File: src/rtl/lp_rx_if.sv
// LP receive lane signals: comparator inputs and enable from the PHY side,
// decoded line state and HS-RX control back out.
interface lp_rx_if;
  logic       LPRX_EN;
  logic       Dp;
  logic       Dn;
  logic [1:0] line_state;
  logic       Stopstate;
  logic       HSTERM_EN;
  logic       HSRX_EN;
  logic       RxEscEntry;
  logic       ErrControl;

  modport slave (
    input  LPRX_EN,
    input  Dp,
    input  Dn,
    output line_state,
    output Stopstate,
    output HSTERM_EN,
    output HSRX_EN,
    output RxEscEntry,
    output ErrControl
  );

  modport master (
    output LPRX_EN,
    output Dp,
    output Dn,
    input  line_state,
    input  Stopstate,
    input  HSTERM_EN,
    input  HSRX_EN,
    input  RxEscEntry,
    input  ErrControl
  );
endinterface

File: src/rtl/lp_rx.sv
// D-PHY data-lane LP receive controller: synchronises and filters Dp/Dn, decodes the LP
// line-state sequences and drives HS termination / receiver enables.
module lp_rx #(
  parameter int unsigned FILTER_LEN = 2,
  parameter int unsigned LPX_MIN    = 8,
  parameter int unsigned HSSETTLE   = 6
) (
  input  logic   LPRX_CLK,
  input  logic   RxRSt,
  lp_rx_if.slave lane
);

  localparam int unsigned HistW    = 2 * FILTER_LEN;
  localparam logic [4:0]  LpxMin   = 5'(LPX_MIN);
  localparam logic [4:0]  HsSettle = 5'(HSSETTLE);
  localparam logic [4:0]  TimerMax = 5'd31;

  localparam logic [1:0] Lp00 = 2'b00;
  localparam logic [1:0] Lp01 = 2'b01;
  localparam logic [1:0] Lp10 = 2'b10;
  localparam logic [1:0] Lp11 = 2'b11;

  typedef enum logic [3:0] {
    StStop,
    StHsRqst,
    StHsPrpr,
    StHsActive,
    StEscRqst,
    StEscBrdg,
    StEscAck,
    StEscMode,
    StErrWait
  } state_e;

  logic [1:0]       sync1_q, sync2_q;
  logic [HistW-1:0] hist_q, hist_d;
  logic [1:0]       ls_q, ls_d;
  logic             hist_agree;
  state_e           state_q, state_d;
  logic [4:0]       timer_q, timer_d;
  logic             err_q, err_d;
  logic             esc_q, esc_d;
  logic             go_err;

  // Synchronisers run regardless of LPRX_EN.
  always_ff @(posedge LPRX_CLK or posedge RxRSt) begin
    if (RxRSt) begin
      sync1_q <= Lp11;
      sync2_q <= Lp11;
    end else begin
      sync1_q <= {lane.Dp, lane.Dn};
      sync2_q <= sync1_q;
    end
  end

  // History: newest sample in the low two bits, oldest shifted out of the top.
  always_comb begin
    hist_agree = (hist_q == {FILTER_LEN{hist_q[1:0]}});
    ls_d       = ls_q;
    if (!lane.LPRX_EN) begin
      hist_d = '1;
      ls_d   = Lp11;
    end else begin
      hist_d = HistW'({hist_q, sync2_q});
      if (hist_agree && (hist_q[1:0] != ls_q)) begin
        ls_d = hist_q[1:0];
      end
    end
  end

  always_comb begin
    state_d = state_q;
    err_d   = 1'b0;
    esc_d   = 1'b0;
    go_err  = 1'b0;
    if (!lane.LPRX_EN) begin
      state_d = StStop;
    end else begin
      case (state_q)
        StStop: begin
          case (ls_q)
            Lp01:    state_d = StHsRqst;
            Lp10:    state_d = StEscRqst;
            Lp00:    go_err  = 1'b1;
            default: ;
          endcase
        end
        StHsRqst: begin
          case (ls_q)
            Lp00: begin
              if (timer_q >= LpxMin) state_d = StHsPrpr;
              else                   go_err  = 1'b1;
            end
            Lp11:    state_d = StStop;
            Lp10:    go_err  = 1'b1;
            default: ;
          endcase
        end
        StHsPrpr: begin
          case (ls_q)
            Lp00:    if (timer_q >= HsSettle) state_d = StHsActive;
            Lp11:    state_d = StStop;
            default: go_err  = 1'b1;
          endcase
        end
        // HS swing reads as LP-00 and the trail may glitch; only LP-11 ends these.
        StHsActive, StEscMode, StErrWait: begin
          if (ls_q == Lp11) state_d = StStop;
        end
        StEscRqst: begin
          case (ls_q)
            Lp00:    state_d = StEscBrdg;
            Lp11:    state_d = StStop;
            Lp01:    go_err  = 1'b1;
            default: ;
          endcase
        end
        StEscBrdg: begin
          case (ls_q)
            Lp01:    state_d = StEscAck;
            Lp11:    state_d = StStop;
            Lp10:    go_err  = 1'b1;
            default: ;
          endcase
        end
        StEscAck: begin
          case (ls_q)
            Lp00: begin
              state_d = StEscMode;
              esc_d   = 1'b1;
            end
            Lp11:    state_d = StStop;
            Lp10:    go_err  = 1'b1;
            default: ;
          endcase
        end
        default: state_d = StStop;
      endcase
      if (go_err) begin
        state_d = StErrWait;
        err_d   = 1'b1;
      end
    end

    if (!lane.LPRX_EN || (state_d != state_q)) begin
      timer_d = '0;
    end else if (timer_q == TimerMax) begin
      timer_d = timer_q;
    end else begin
      timer_d = timer_q + 5'd1;
    end
  end

  always_ff @(posedge LPRX_CLK or posedge RxRSt) begin
    if (RxRSt) begin
      hist_q  <= '1;
      ls_q    <= Lp11;
      state_q <= StStop;
      timer_q <= '0;
      err_q   <= 1'b0;
      esc_q   <= 1'b0;
    end else begin
      hist_q  <= hist_d;
      ls_q    <= ls_d;
      state_q <= state_d;
      timer_q <= timer_d;
      err_q   <= err_d;
      esc_q   <= esc_d;
    end
  end

  // Enables decode straight from state so reset and LPRX_EN act without a clock edge.
  always_comb begin
    lane.line_state = ls_q;
    lane.Stopstate  = lane.LPRX_EN && (state_q == StStop);
    lane.HSTERM_EN  = lane.LPRX_EN && ((state_q == StHsPrpr) || (state_q == StHsActive));
    lane.HSRX_EN    = lane.LPRX_EN && (state_q == StHsActive);
    lane.RxEscEntry = esc_q;
    lane.ErrControl = err_q;
  end

endmodule

File: src/flat_wrapper.sv
// flat-port wrapper written by rule: the top's interface ports become plain ports
module lp_rx_flat 
#(
  parameter int unsigned FILTER_LEN = 2,
  parameter int unsigned LPX_MIN    = 8,
  parameter int unsigned HSSETTLE   = 6
)
  (LPRX_CLK, RxRSt, lane_LPRX_EN, lane_Dp, lane_Dn, lane_line_state, lane_Stopstate, lane_HSTERM_EN, lane_HSRX_EN, lane_RxEscEntry, lane_ErrControl);
  lp_rx_if lane_i ();
  input  logic LPRX_CLK;
  input  logic RxRSt;
  input wire logic [$bits(lane_i.LPRX_EN)-1:0] lane_LPRX_EN;
  input wire logic [$bits(lane_i.Dp)-1:0] lane_Dp;
  input wire logic [$bits(lane_i.Dn)-1:0] lane_Dn;
  output wire logic [$bits(lane_i.line_state)-1:0] lane_line_state;
  output wire logic [$bits(lane_i.Stopstate)-1:0] lane_Stopstate;
  output wire logic [$bits(lane_i.HSTERM_EN)-1:0] lane_HSTERM_EN;
  output wire logic [$bits(lane_i.HSRX_EN)-1:0] lane_HSRX_EN;
  output wire logic [$bits(lane_i.RxEscEntry)-1:0] lane_RxEscEntry;
  output wire logic [$bits(lane_i.ErrControl)-1:0] lane_ErrControl;
  assign lane_i.LPRX_EN = lane_LPRX_EN;
  assign lane_i.Dp = lane_Dp;
  assign lane_i.Dn = lane_Dn;
  assign lane_line_state = lane_i.line_state;
  assign lane_Stopstate = lane_i.Stopstate;
  assign lane_HSTERM_EN = lane_i.HSTERM_EN;
  assign lane_HSRX_EN = lane_i.HSRX_EN;
  assign lane_RxEscEntry = lane_i.RxEscEntry;
  assign lane_ErrControl = lane_i.ErrControl;
  lp_rx #(.FILTER_LEN(FILTER_LEN), .LPX_MIN(LPX_MIN), .HSSETTLE(HSSETTLE)) u_core (.LPRX_CLK(LPRX_CLK), .RxRSt(RxRSt), .lane(lane_i));
endmodule
File: config.mk
export PLATFORM = sky130hd
export DESIGN_NAME = lp_rx_flat
export DESIGN_NICKNAME = d
export VERILOG_FILES = /design/src/rtl/lp_rx_if.sv /design/src/rtl/lp_rx.sv /design/src/flat_wrapper.sv
export SDC_FILE = /design/constraint.sdc
export NUM_CORES = 1
export LEC_CHECK = 0
export ABC_AREA = 1
export BUFFER_PORTS_ARGS = -buffer_cell sky130_fd_sc_hd__buf_2
export CORE_ASPECT_RATIO = 0.5
export CORE_MARGIN = 2
export CORE_UTILIZATION = 35
export CTS_BUF_LIST = sky130_fd_sc_hd__clkbuf_4 sky130_fd_sc_hd__clkbuf_8 sky130_fd_sc_hd__clkbuf_16
export DETAILED_ROUTE_END_ITERATION = 8
export PLACE_DENSITY_LB_ADDON = 0.05
export RECOVER_POWER = 100
export SYNTH_ARGS = -nofsm -noshare
export SYNTH_HDL_FRONTEND = slang
export SYNTH_SLANG_ARGS = --single-unit
File: constraint.sdc
create_clock -name LPRX_CLK -period 2.6 [get_ports LPRX_CLK]
set_input_delay 0 -clock LPRX_CLK [delete_from_list [all_inputs] [get_ports LPRX_CLK]]
set_output_delay 0 -clock LPRX_CLK [all_outputs]
set_load 0.01 [all_outputs]
==> results of run 1 <==
-- metrics by stage --
| stage | hold WS (ns) | cell area [µm²] |
|---|---|---|
| after detailed placement | 0.1069 | 1597 |
| after global routing | 0.1026 | 1655 |
| final | 0.08768 | 1655 |
| after CTS | 0.08051 | 1675 |
| after global placement | 0.1059 | 1597 |
| after floorplan | -0.03088 | 1493 |
-- flip-flops by register name (all words and copies together) (netlist names) --
| name | cells |
|---|---|
| u_core.hist_q | 4 |
| u_core.lane.ErrControl | 1 |
| u_core.lane.RxEscEntry | 1 |
| u_core.lane.line_state | 2 |
| u_core.state_q | 4 |
| u_core.sync1_q | 2 |
| u_core.sync2_q | 2 |
| u_core.timer_q | 5 |
-- power by group through the flow --
| stage | combinational, µW | clock [µW] | sequential (µW) |
|---|---|---|---|
| 6_report | 522 | 228 | 446 |
| 5_1_grt | 584 | 258 | 457 |
| 4_1_cts | 530 | 240 | 448 |
| 3_5_place_dp | 523 | 0 | 454 |
| 3_3_place_gp | 535 | 0 | 451 |
| 2_1_floorplan | 460 | 0 | 416 |
-- synth_stat cells, types with 6 or more instances --
cell,instances,area (µm²)
o21ai_0,6,30.03
inv_1,20,75.07
ha_1,7,87.58
nor2_1,12,45.04
dfrtp_1,11,275.3
nand3_1,17,85.08
dfstp_2,10,262.8
nand2_1,47,176.4
-- cells by family (layout without fill, tap and decap cells) --
kind of cell | Yosys count | count (layout) | share of synthesized area
DFF | 21 | 21 | 0.3604
AOI/OAI and AO/OA | 15 | 15 | 0.05784
and+or+nand+nor | 109 | 109 | 0.4023
buffers and inverters | 28 | 44 | 0.07963
xor gates and xnor gates | 7 | 7 | 0.04107
adders and majority gates | 7 | 7 | 0.05867
-- cells in the final DEF (no fill, tap or decap), types with 2 or more instances in the layout --
cell type      netlist  layout
nand2_1             47      47
inv_1               20      21
nand3_1             17      18
nor2_1              12      14
dfrtp_1             11      11
dfstp_2             10       8
ha_1                 7       7
buf_2                0       7
o21ai_0              6       6
xor2_1               5       5
a21oi_1              5       5
nand2_4              5       5
nor3_2               5       5
nor3_1               5       5
or2_2                4       4
clkbuf_1             0       4
nor2_4               4       3
nand2_2              3       3
clkbuf_8             0       3
dlygate4sd3_1        0       3
inv_2                4       2
clkinv_1             1       2
nand3_4              2       2
xnor2_1              2       2
dfstp_1              0       2
-- area by class of cell --
| cell class | instances | area share |
|---|---|---|
| Clock buffer | 3 | 0.02494 |
| Clock inverter | 1 | 0.004535 |
| Inverter | 26 | 0.06047 |
| Multi-Input combinational cell | 138 | 0.4958 |
| Sequential cell | 21 | 0.3250 |
| Tap cell | 54 | 0.04082 |
| Timing Repair Buffer | 14 | 0.04837 |
-- worst min-delay path, cell delays in order --
cell and delay [ns]:
buf_2 0.14, nand2_1 0.12, o21ai_0 0.09
-- metal layers --
layer  global-route usage  routed length [µm]
met1               0.2437                1803
met2               0.2396                1422
met3              0.04054                 144
met4              0.01408                  10
met5                    0                   0
-- how the worst max path moves through the flow --
stage               slack [ns]  cells past startpoint                 to
floorplan                 0.57                     11  u_core.timer_q[0]
global placement          0.35                     11  u_core.timer_q[0]
detailed placement        0.32                     11  u_core.timer_q[0]
CTS                       0.27                     11  u_core.timer_q[0]
global route              0.05                     11  u_core.timer_q[2]
finish                    0.23                     11  u_core.timer_q[0]
==> results.py, run 1 <==
metrics = {
    "pwr": {
        "fin_total_pwr_uw": 1196,
        "p_seq_frac": 0.373,
        "p_per_area_mw_per_mm2": 722.7,
        "internal_power_uw": 665.9,
        "p_comb_frac": 0.436,
        "p_sw_frac": 0.4434,
        "clkPwrFrac": 0.191,
        "switchingPower_uw": 530.5,
        "leakage_uw": 0.0008631,
        "peakVddDrop_mv": 0.2837,
    },
    "detailed_routing": {
        "drt-total-wl_um": 3381,
        "avgViaCountPerCell": 4.728,
        "via_count": 1215,
        "drtIter0Drc": 45,
        "drtPass1Iterations": 6,
        "avgRoutedWirePerCell_um": 13.16,
        "antenna_left": 0,
        "drc": 0,
    },
    "critical_path": {
        "end_kind": "register",
        "cpMaxStageDelayCell": "dfstp_2",
        "path_buf_inv": 1,
        "worst-r2r-setup-slack_ns": 0.23,
        "cp.arrival_ns": 2.56,
        "cp_max_fo": 7,
        "startpoint": "u_core.lane.line_state[0]",
        "required_ns": 2.79,
        "critPathMaxStageDelay_ns": 0.60,
        "cpLargestDelayFamily": "simple AND/OR/NAND/NOR gates",
        "crit_chain": "inv_1 -> ha_1 -> nor2_1 -> nand2_1 -> o21ai_0 -> nand2_1 -> nand2_1 -> nand3_2 -> nand3_1 -> nand3_4 -> nor3_2",
        "critPathMostFrequentCell": "nand2_1",
        "start_kind": "register",
        "r2r-end": "u_core.timer_q[0]",
        "rr_worst_depth": 11,
        "critPathKind": "reg2reg",
        "rr_startpoint": "u_core.lane.line_state[0]",
    },
    "logic_synthesis": {
        "netlist_instances": 187,
        "syn_nets": 199,
        "synth_top_flop_cell": "dfrtp_1",
        "yosys_warnings": 0,
        "synth_edf_count": 0,
        "async_flop_share": 1.000,
        "yosysSeqAreaShare": 0.3604,
        "yosysUniqueCellTypes": 30,
        "ys_seq_elements": 21,
        "syn_area_mm2": 0.001493,
        "syn_area_per_cell_um2": 7.982,
    },
    "global_routing": {
        "grt_first_pass_wirelength_um": 5940,
        "antenna_found_initial": 0,
        "grt_overflow_total": 0,
        "grtUsageTotal": 0.1609,
        "grt_pass1_vias": 1221,
        "grt_max_degree": 22,
    },
    "final_layout": {
        "fin_util": 0.4134,
        "seqCellArea_um2": 538.0,
        "antenna_cells": 0,
        "area_growth_pct": 10.90,
        "nets": 216,
        "multi_input_area_um2": 820.8,
        "n_fill_cell": 437,
        "drive_above_1_share": 0.2315,
        "instances_no_fill": 257,
    },
    "clocking": {
        "clk_transition_reported_paths_ns": 0.08,
        "cts_root_buf": "clkbuf_8",
        "clockBufferDepth": 2,
        "insertion_delay_ns": 0.26,
        "cts_sinks": 21,
        "holdBufCountCts": 3,
        "cts_tree": "yes",
        "htree_levels": 1,
        "ctsResizeCount": 0,
        "numCtsBuffers": 3,
        "cts_setup_buffers": 0,
    },
    "floorplan": {
        "core_area_mm2": 0.004004,
        "die-area_mm2": 0.004835,
        "initial_core_util": 0.3728,
        "die_x_um": 96.36,
        "die_h_um": 50.18,
        "rows": 16,
        "io_pins": 12,
    },
    "placed_design": {
        "routabilityCongestion": 0.8013,
        "portBuffers": 11,
        "dp.cells": 250,
        "place_ws_ns": 0.3239,
        "hpwl_um": 2643,
    },
    "hold_path": {
        "hold_end": "u_core.lane.line_state[0]",
        "worstHoldPathType": "in2reg",
        "hp-start": "lane_LPRX_EN",
        "min_path_cells": 3,
    },
    "timing": {
        "setup_viol": 0,
        "finalCriticalPeriod_ns": 2.367,
        "slew_violations": 0,
        "setup_ws_ns": 0.2334,
        "rsz0062_at_grt": "false",
        "max-slew-margin-rel": 0.4379,
        "finalCritPeriodShare": 0.9102,
        "fin_worst_skew_ns": 0.003804,
        "setup_tns_ns": 0,
        "fmax_ghz": 0.4225,
        "hold_viol": 0,
        "tightest_slew_ns": 0.8422,
    },
    "run": {
        "cap_viol_max_count": 0,
    },
    "run_status": {
        "outcome": "finished clean",
    },
}
No activity file was read; power rests on OpenSTA's default activity.
==> inputs of run 2 (changes only) <==
--- a/config.mk
+++ b/config.mk
@@ -7,6 +7,7 @@
 export LEC_CHECK = 0
 export ABC_AREA = 1
 export BUFFER_PORTS_ARGS = -buffer_cell sky130_fd_sc_hd__buf_2
+export CAP_MARGIN = 10
 export CORE_ASPECT_RATIO = 0.5
 export CORE_MARGIN = 2
 export CORE_UTILIZATION = 35
==> constraint.sdc (replaced) <==
create_clock -name LPRX_CLK -period 2.3 [get_ports LPRX_CLK]
set_input_delay 0 -clock LPRX_CLK [delete_from_list [all_inputs] [get_ports LPRX_CLK]]
set_output_delay 0 -clock LPRX_CLK [all_outputs]
set_load 0.01 [all_outputs]
==> results.py, run 2 (synthesis gave the netlist of run 1 again) <==
metrics = {
    "timing": {
        "fin_worst_skew_ns": 0.006507,
        "fmax_ghz": 0.4817,
        "rsz0062_at_grt": "false",
        "setup_viol": 0,
        "holdWs_ns": 0.09053,
        "slew_violations": 0,
        "setup_tns_ns": 0,
        "finalCritPeriodShare": 0.9026,
        "max-slew-margin-rel": 0.4570,
        "finalCriticalPeriod_ns": 2.076,
        "hold_viol": 0,
        "tightest_slew_ns": 0.8136,
    },
    "placed_design": {
        "hpwl_um": 2632,
        "routabilityCongestion": 0.8566,
        "dp.cells": 252,
        "portBuffers": 11,
    },
    "global_routing": {
        "grt_max_degree": 22,
        "grt_pass1_vias": 1227,
        "grt_overflow_total": 0,
        "grt_first_pass_wirelength_um": 5844,
        "grtUsageTotal": 0.1597,
        "antenna_found_initial": 0,
    },
    "run_status": {
        "outcome": "finished clean",
    },
    "hold_path": {
        "hp-start": "lane_LPRX_EN",
        "hold_end": "u_core.lane.line_state[1]",
        "worstHoldPathType": "in2reg",
        "min_path_cells": 3,
    },
    "final_layout": {
        "multi_input_area_um2": 843.3,
        "antenna_cells": 0,
        "largest-register": "u_core.timer_q",
        "drive_above_1_share": 0.2488,
        "seqCellArea_um2": 538.0,
        "final_common_cell": "nand2_1",
        "area_growth_pct": 13.16,
        "mostFrequentLayoutCells": "48 x nand2_1, 21 x inv_1, 17 x nand3_1",
        "nets": 218,
        "reg.largest.list": "u_core.timer_q: 5 flops, u_core.hist_q: 4 flops, u_core.state_q: 4 flops",
        "largest_reg_flops": 5,
        "instances_no_fill": 259,
        "n_fill_cell": 425,
    },
    "pwr": {
        "leakage_uw": 0.0008788,
        "p_per_area_mw_per_mm2": 805.8,
        "peakVddDrop_mv": 0.2873,
        "fin_total_pwr_uw": 1361,
    },
    "clocking": {
        "cts_setup_buffers": 0,
        "htree_levels": 1,
        "clockBufferDepth": 2,
        "cts_tree": "yes",
        "insertion_delay_ns": 0.26,
        "numCtsBuffers": 3,
        "cts_sinks": 21,
        "cts_root_buf": "clkbuf_8",
        "clk_transition_reported_paths_ns": 0.09,
    },
    "floorplan": {
        "core_area_mm2": 0.004004,
        "die-area_mm2": 0.004835,
        "io_pins": 12,
        "die_h_um": 50.18,
        "rows": 16,
        "die_x_um": 96.36,
        "initial_core_util": 0.3728,
    },
    "detailed_routing": {
        "avgViaCountPerCell": 4.730,
        "via_count": 1225,
        "antenna_left": 0,
        "avgRoutedWirePerCell_um": 12.98,
        "drt-total-wl_um": 3361,
        "drc": 0,
        "drtPass1Iterations": 4,
        "drtIter0Drc": 66,
    },
    "critical_path": {
        "rr_startpoint": "u_core.lane.line_state[1]",
        "critPathMaxStageDelay_ns": 0.59,
        "r2r-end": "u_core.timer_q[1]",
        "cpMaxStageDelayCell": "dfstp_2",
        "worst-r2r-setup-slack_ns": 0.22,
        "required_ns": 2.49,
        "critPathKind": "reg2reg",
        "start_kind": "register",
        "cp_max_fo": 7,
        "critPathMostFrequentCell": "nand2_1",
        "end_kind": "register",
        "cp.arrival_ns": 2.26,
        "rr_worst_depth": 11,
        "crit_chain": "inv_1 -> ha_4 -> nor2_1 -> nand2_1 -> o21ai_0 -> nand2_1 -> nand2_1 -> nand3_2 -> nand3_1 -> nand3_4 -> nor3_2",
    },
    "run": {
        "cap_viol_max_count": 0,
    },
}
-- run 2: cell types whose count changed in the layout (fill, tap and decap cells not counted) --
cell and delta:
buf_4 +1, clkbuf_1 +1, clkinv_1 -1, ha_1 -1, ha_4 +1, inv_2 +1, nand2_1 +1, nand2_2 -1
nand3_1 -1, nand3_2 +1, nor2_1 -1, nor2_4 +1
-- run 2: layer usage --
| metal | share of wire | vias up | GRT usage |
|---|---|---|---|
| met5 | 0 | - | 0 |
| met4 | 0.0095 | 0 | 0.03286 |
| met3 | 0.060 | 4 | 0.04054 |
| met2 | 0.41 | 29 | 0.2234 |
| met1 | 0.52 | 564 | 0.2460 |
| li1 | - | 628 | - |
-- run 2: repair_timing --
item                       in CTS  in global routing
setup endpoints to repair       0                  5
resized for setup               0                  2
hold buffers                    3                  0
hold endpoints to repair       13                  0
-- run 2: how the worst max path moves through the flow --
stage | cells after the start | end | slack [ns] | startpoint
final | 11 | u_core.timer_q[1] | 0.22 | u_core.lane.line_state[1]
after detailed placement | 11 | u_core.timer_q[0] | 0.12 | u_core.lane.line_state[1]
after floorplan | 11 | u_core.timer_q[0] | 0.27 | u_core.lane.line_state[0]
after global routing | 12 | u_core.timer_q[1] | 0.04 | u_core.lane.line_state[1]
after global placement | 12 | u_core.timer_q[1] | 0.20 | u_core.lane.line_state[1]
after CTS | 11 | u_core.timer_q[0] | 0.08 | u_core.lane.line_state[1]
-- run 2: stage by stage --
step | instance area (µm²) | util | worst slack (ns)
after global routing | 1689 | 0.4219 | 0.04400
after global placement | 1612 | 0.4025 | 0.1998
after floorplan | 1493 | - | 0.2744
after detailed placement | 1612 | 0.4025 | 0.1160
after CTS | 1690 | 0.4222 | 0.07731
final | 1689 | 0.4219 | 0.2240
-- run 2: where the power goes --
group	leakage, µW	total [µW]	switching [µW]	internal (µW)
Clock	0.0000217	257	134	122
Combinational	0.000603	608	387	220
Sequential	0.000254	497	74.6	422
-- run 2: cell type report --
type,instances,share of cell area
Clock buffer,3,0.02444
Clock inverter,1,0.004444
Inverter,26,0.05926
Multi-Input combinational cell,138,0.4993
Sequential cell,21,0.3185
Tap cell,54,0.04000
Timing Repair Buffer,16,0.05407
-- run 2: worst max-delay path, delay by kind of cell (launching register included) --
| kind | cells | cell delay (ns) |
|---|---|---|
| buffers and inverters | 1 | 0.12 |
| and+or+nand+nor | 8 | 0.83 |
| AOI/OAI and AO/OA | 1 | 0.18 |
| adders and majority gates | 1 | 0.26 |
| DFF | 1 | 0.59 |
